===== src/rtl/gate_stim_checker_hold_counter.sv =====
// Dwell counter: counts enabled cycles, flags the last one of each HOLD_CYCLES window, rolls to 0.
// Terminal flag is combinational from the count register; clear wins over enable, never stalls.
module hold_counter #(
    parameter int HOLD_CYCLES = 20,
    parameter int CNT_W       = $clog2(HOLD_CYCLES + 1)
) (
    input  logic clk,
    input  logic rst_n,
    input  logic clr_i,
    input  logic en_i,
    output logic tc_o
);

    logic [CNT_W-1:0] cnt_q;
    logic [CNT_W-1:0] cnt_d;

    assign tc_o = (cnt_q == CNT_W'(HOLD_CYCLES - 1));

    always_comb begin
        cnt_d = cnt_q;
        if (clr_i) begin
            cnt_d = '0;
        end else if (en_i) begin
            // Roll over on the sample cycle so the next combination starts a fresh window.
            cnt_d = tc_o ? '0 : cnt_q + CNT_W'(1);
        end
    end

    always_ff @(posedge clk) begin
        if (!rst_n) begin
            cnt_q <= '0;
        end else begin
            cnt_q <= cnt_d;
        end
    end

endmodule


===== config.mk =====
export PLATFORM = sky130hd
export DESIGN_NAME = hold_counter
export DESIGN_NICKNAME = d
export VERILOG_FILES = /design/src/rtl/gate_stim_checker_hold_counter.sv
export SDC_FILE = /design/constraint.sdc
export NUM_CORES = 1
export LEC_CHECK = 0
export BUFFER_PORTS_ARGS = -buffer_cell sky130_fd_sc_hd__clkbuf_2
export CORE_AREA = 2 2 39 41
export DETAILED_ROUTE_END_ITERATION = 8
export DIE_AREA = 0 0 41 43
export GPL_ROUTABILITY_DRIVEN = 0
export GPL_TIMING_DRIVEN = 0
export PLACE_DENSITY = 0.47
export SYNTH_ARGS = -nofsm -noshare
export SYNTH_HDL_FRONTEND = slang
export SYNTH_SLANG_ARGS = --single-unit

===== constraint.sdc =====
create_clock -name clk -period 1.4 [get_ports clk]
set_clock_uncertainty 0.05 [all_clocks]
set_input_delay 0.28 -clock clk [delete_from_list [all_inputs] [get_ports clk]]
set_output_delay 0.28 -clock clk [all_outputs]
set_load 0.005 [all_outputs]

== After elaboration in Yosys (flattened, before gate mapping) ==
Index checks and enable logic that the tools add are counted.
Word-level totals
  bits in registers: 5
  logic and storage cells: 6
Operators by class
  eq/ne operators: 1
  add/sub/neg operators: 1
  bitwise gates (word level): 1
  reduce and logical (&&, ||, !) cells: 1
  muxes and demuxes: 1
Operators with widths (count)
  $add 5x1->5 const B: 1
  $eq 5x5->1 const B: 1
  $mux 5: 1
  $reduce_or 2->1: 1
  $not 1->1: 1

== Longest topological paths before layout ==
  depth in word-level cells: 2
  depth in mapped cells: 4

== Worst setup path after synthesis ==
OpenSTA, ideal clock, no wires.
  kind: register -> register
  start point: register cnt_q[0]
  end point: register cnt_q[2]
  arrival: 1147 ps
  clock period less this slack: 1264 ps
  setup slack: 136 ps
  buffers on the path: 0
  library setup time: 66 ps
  data required time: 1284 ps
  stages on the path, launching flop included: 5
  path through: dfxtp_1 ha_1 nor4bb_4 or3_1 a21oi_2
Between the ends
  word-level cells in the longest chain between the ends: 2
  elaborated cells between the ends (all ways): 3
  classes of those cells: add/sub (1); eq/ne (1); mux (1)
Ends and longest elaborated chain
  start: declaration: line 14  | logic [CNT_W-1:0] cnt_q;
  start signal: assignment: line 33  | cnt_q <= cnt_d;
  $eq 5x5->1: line 17  | assign tc_o = (cnt_q == CNT_W'(HOLD_CYCLES - 1));
  net tc_o: line 11  | output logic tc_o
  $mux 5: line 25  | cnt_d = tc_o ? '0 : cnt_q + CNT_W'(1);
The timed path passes the listed nets, and every way through them passes these cells.
A chain may end at the register's enable or synchronous reset.

== Worst setup path in the final report ==
  start point: register cnt_q[1]
  end point: output tc_o
Between the ends
  word-level cells in the longest chain between the ends: 1
Ends and longest elaborated chain (line)
  $eq 5x5->1: 17
  end: declaration: 11
Every way passes these cells.

==> results.py <==
metrics = {
    "worst_setup_path": {
        "cp-start-kind": "flip-flop",
        "path_buf_inv": 1,
        "path_delay_family": "flip-flops",
        "arrival_ps": 1080,
        "cpPeakStageDelay_ps": 350,
        "crit_slowest_cell": "dfxtp_2",
        "crit_fanout": 2,
        "cp.required_ps": 1070,
        "path_class": "reg -> out",
        "worstPathCellList": "ha_4, nor4bb_4, buf_2",
        "end_kind": "output pin",
    },
    "finish": {
        "fin_area_um2": 380.4,
        "largest-register": "cnt_q",
        "final_nets": 45,
        "fin_util": 0.2749,
        "area_delta_synth_final_pct": 44.08,
        "largest_reg_flops": 5,
        "reg_top3": "cnt_q (5)",
        "drive_gt1_frac": 0.4872,
        "antennaDiodeCount": 0,
    },
    "flow_run": {
        "max-cap-violations": 0,
    },
    "grt": {
        "grt_max_degree": 7,
        "grt-busiest-layer": "met2",
        "grt_use_met1": 0.1194,
        "antenna_found_initial": 0,
        "met3_usage": 0.06283,
        "grt_pass1_vias": 241,
        "grt_use_met2": 0.1313,
        "grt_overflow": 0,
        "grt_pass1_wl_mm": 1.097,
        "track_usage": 0.09146,
    },
    "power": {
        "p_total_uw": 335.2,
        "irDropWorstVdd_uv": 665.3,
        "p_leak_nw": 0.1497,
        "p_per_area_nw_per_um2": 881.2,
    },
    "synth": {
        "syn_nets": 32,
        "synth_edf_count": 0,
        "synth.area.top_cells": "dfxtp_1, nor4bb_4, nand2b_1",
        "yosys.area.top_type_share": 0.3791,
        "synth_ff_type": "dfxtp_1",
        "synth.most_common_cell": "dfxtp_1",
        "synth.ff_latch_count": 5,
        "avgSynthCellArea_um2": 9.778,
        "async_flop_share": 0,
        "yosys_warnings": 0,
        "synth_cell_type_count": 17,
        "yosysSeqAreaShare": 0.3791,
        "syn_inst": 27,
        "synth_largest_area_cell": "dfxtp_1",
        "syn_area_um2": 264.0,
        "synthTopCellsByCount": "dfxtp_1, nand2b_1, o21ai_0",
    },
    "floorplanning": {
        "dieArea_um2": 1763,
        "fp.dieW_um": 41,
        "core_area_um2": 1384,
        "die_h_um": 43,
        "fp-row-count": 14,
        "pin_count": 5,
        "start_util": 0.1908,
    },
    "clock_network": {
        "numCtsBuffers": 3,
        "clock_latency_ps": 240,
        "cts_root_buf": "clkbuf_4",
        "htree_levels": 1,
        "cts_buffer_depth": 2,
        "cts_tree": "done",
        "cts_sinks": 5,
        "clkTransAtPathRegs_ps": 50,
        "ctsHoldBuffers": 0,
    },
    "outcome": {
        "violations": "setup timing",
        "status": "finished, violations left",
    },
    "timing": {
        "fin_ws_ps": -9.018,
        "final-setup-viol-count": 1,
        "min_period_over_period": 1.006,
        "max_freq_mhz": 709.7,
        "layout_min_cycle_time_ps": 1409,
        "relSlewSlack": 0.8413,
        "maxSlewViolCount": 0,
        "finalHoldViolations": 0,
        "worst_pin_slew_ps": 238.1,
        "rsz0062_at_grt": "yes",
    },
    "drt": {
        "firstDrtPassIters": 3,
        "final_antenna_net_count": 0,
        "vias": 231,
        "drt_iter0_drc": 2,
        "drc_errors": 0,
        "post_drt_wl_per_cell_um": 10.20,
        "finalWirelength_um": 561,
        "via_per_inst": 4.200,
    },
    "placement": {
        "place_area_um2": 304.0,
        "port-buffer-count": 4,
    },
    "hold_path": {
        "hp-class": "in -> reg",
    },
}
-- report_power, final --
group / total, mW / leakage, nW / internal [mW] / switching, mW
sequential: 0.145 / 0.0427 / 0.144 / 0.00174
combinational: 0.0197 / 0.0920 / 0.0105 / 0.00923
clock: 0.170 / 0.0150 / 0.108 / 0.0620
-- cell type report --
type                    instances  area (um2)
clock buffers                   4       26.28
fillers                       152        1003
multi-input cells              22       176.4
flip-flops and latches          5       107.6
well taps                      16       20.02
repair buffers                  8       50.05
-- layer usage --
| metal | vias to the layer above | part of all wire | wire [um] |
|---|---|---|---|
| met5 | - | 0 | 0 |
| met4 | 0 | 0 | 0 |
| met3 | 0 | 0.075 | 42 |
| met2 | 7 | 0.44 | 248 |
| met1 | 106 | 0.48 | 270 |
| li1 | 118 | - | - |
-- through the flow --
stage                     hold slack (ps)  setup TNS, ps  cells  setup slack, ps
after global routing                363.5         -141.1     55           -104.3
after floorplan                     381.5              0     27            136.5
after CTS                           321.5         -12.89     55           -12.89
after global placement              457.5              0     47            25.19
final                               334.4         -9.018     55           -9.018
after detailed placement            460.0              0     47            30.27
-- cell usage in the layout (no fill, tap or decap), types with 2 or more instances in the layout --
cell type,n
clkbuf_4,3
dfxtp_2,3
nand2b_1,3
buf_4,4
nor2_1,2
nand2_1,2
clkbuf_2,3
o21ai_0,3
-- cell families (layout without fill, tap and decap cells) --
kind of cell             after synthesis  count (layout)  synth area share
AO/OA/AOI/OAI                          5               5            0.1090
XOR/XNOR                               1               1           0.03318
adder cells (fa/ha/maj)                1               1           0.04739
buffers and inverters                  0              12                 0
flip-flops                             5               5            0.3792
multiplexers                           1               1           0.03792
AND/OR/NAND/NOR                       14              14            0.3934
-- worst min-delay path, stage by stage --
cell	delay, ps
clkbuf_2	80
nand2b_1	190
a21oi_2	50
-- timing repair --
| action | in CTS | in global routing |
|---|---|---|
| buffers inserted | 4 | 0 |
| pin swaps | 2 | 0 |
| endpoints found under the setup margin | 1 | 2 |
| endpoints found under the hold margin | 0 | 0 |
| resized for setup | 7 | 1 |
-- path summary, 6_finish.rpt --
check	slack, ps	cells after the start	startpoint	endpoint
worst min register to register	450	2	cnt_q[4]$_SDFFE_PP0P_	cnt_q[4]$_SDFFE_PP0P_
worst max-delay path	-9	3	cnt_q[1]$_SDFFE_PP0P_	tc_o
worst min-delay path	330	3	rst_n	cnt_q[2]$_SDFFE_PP0P_
worst max register to register	40	5	cnt_q[0]$_SDFFE_PP0P_	cnt_q[2]$_SDFFE_PP0P_
Power figures use the tool's default switching activity.
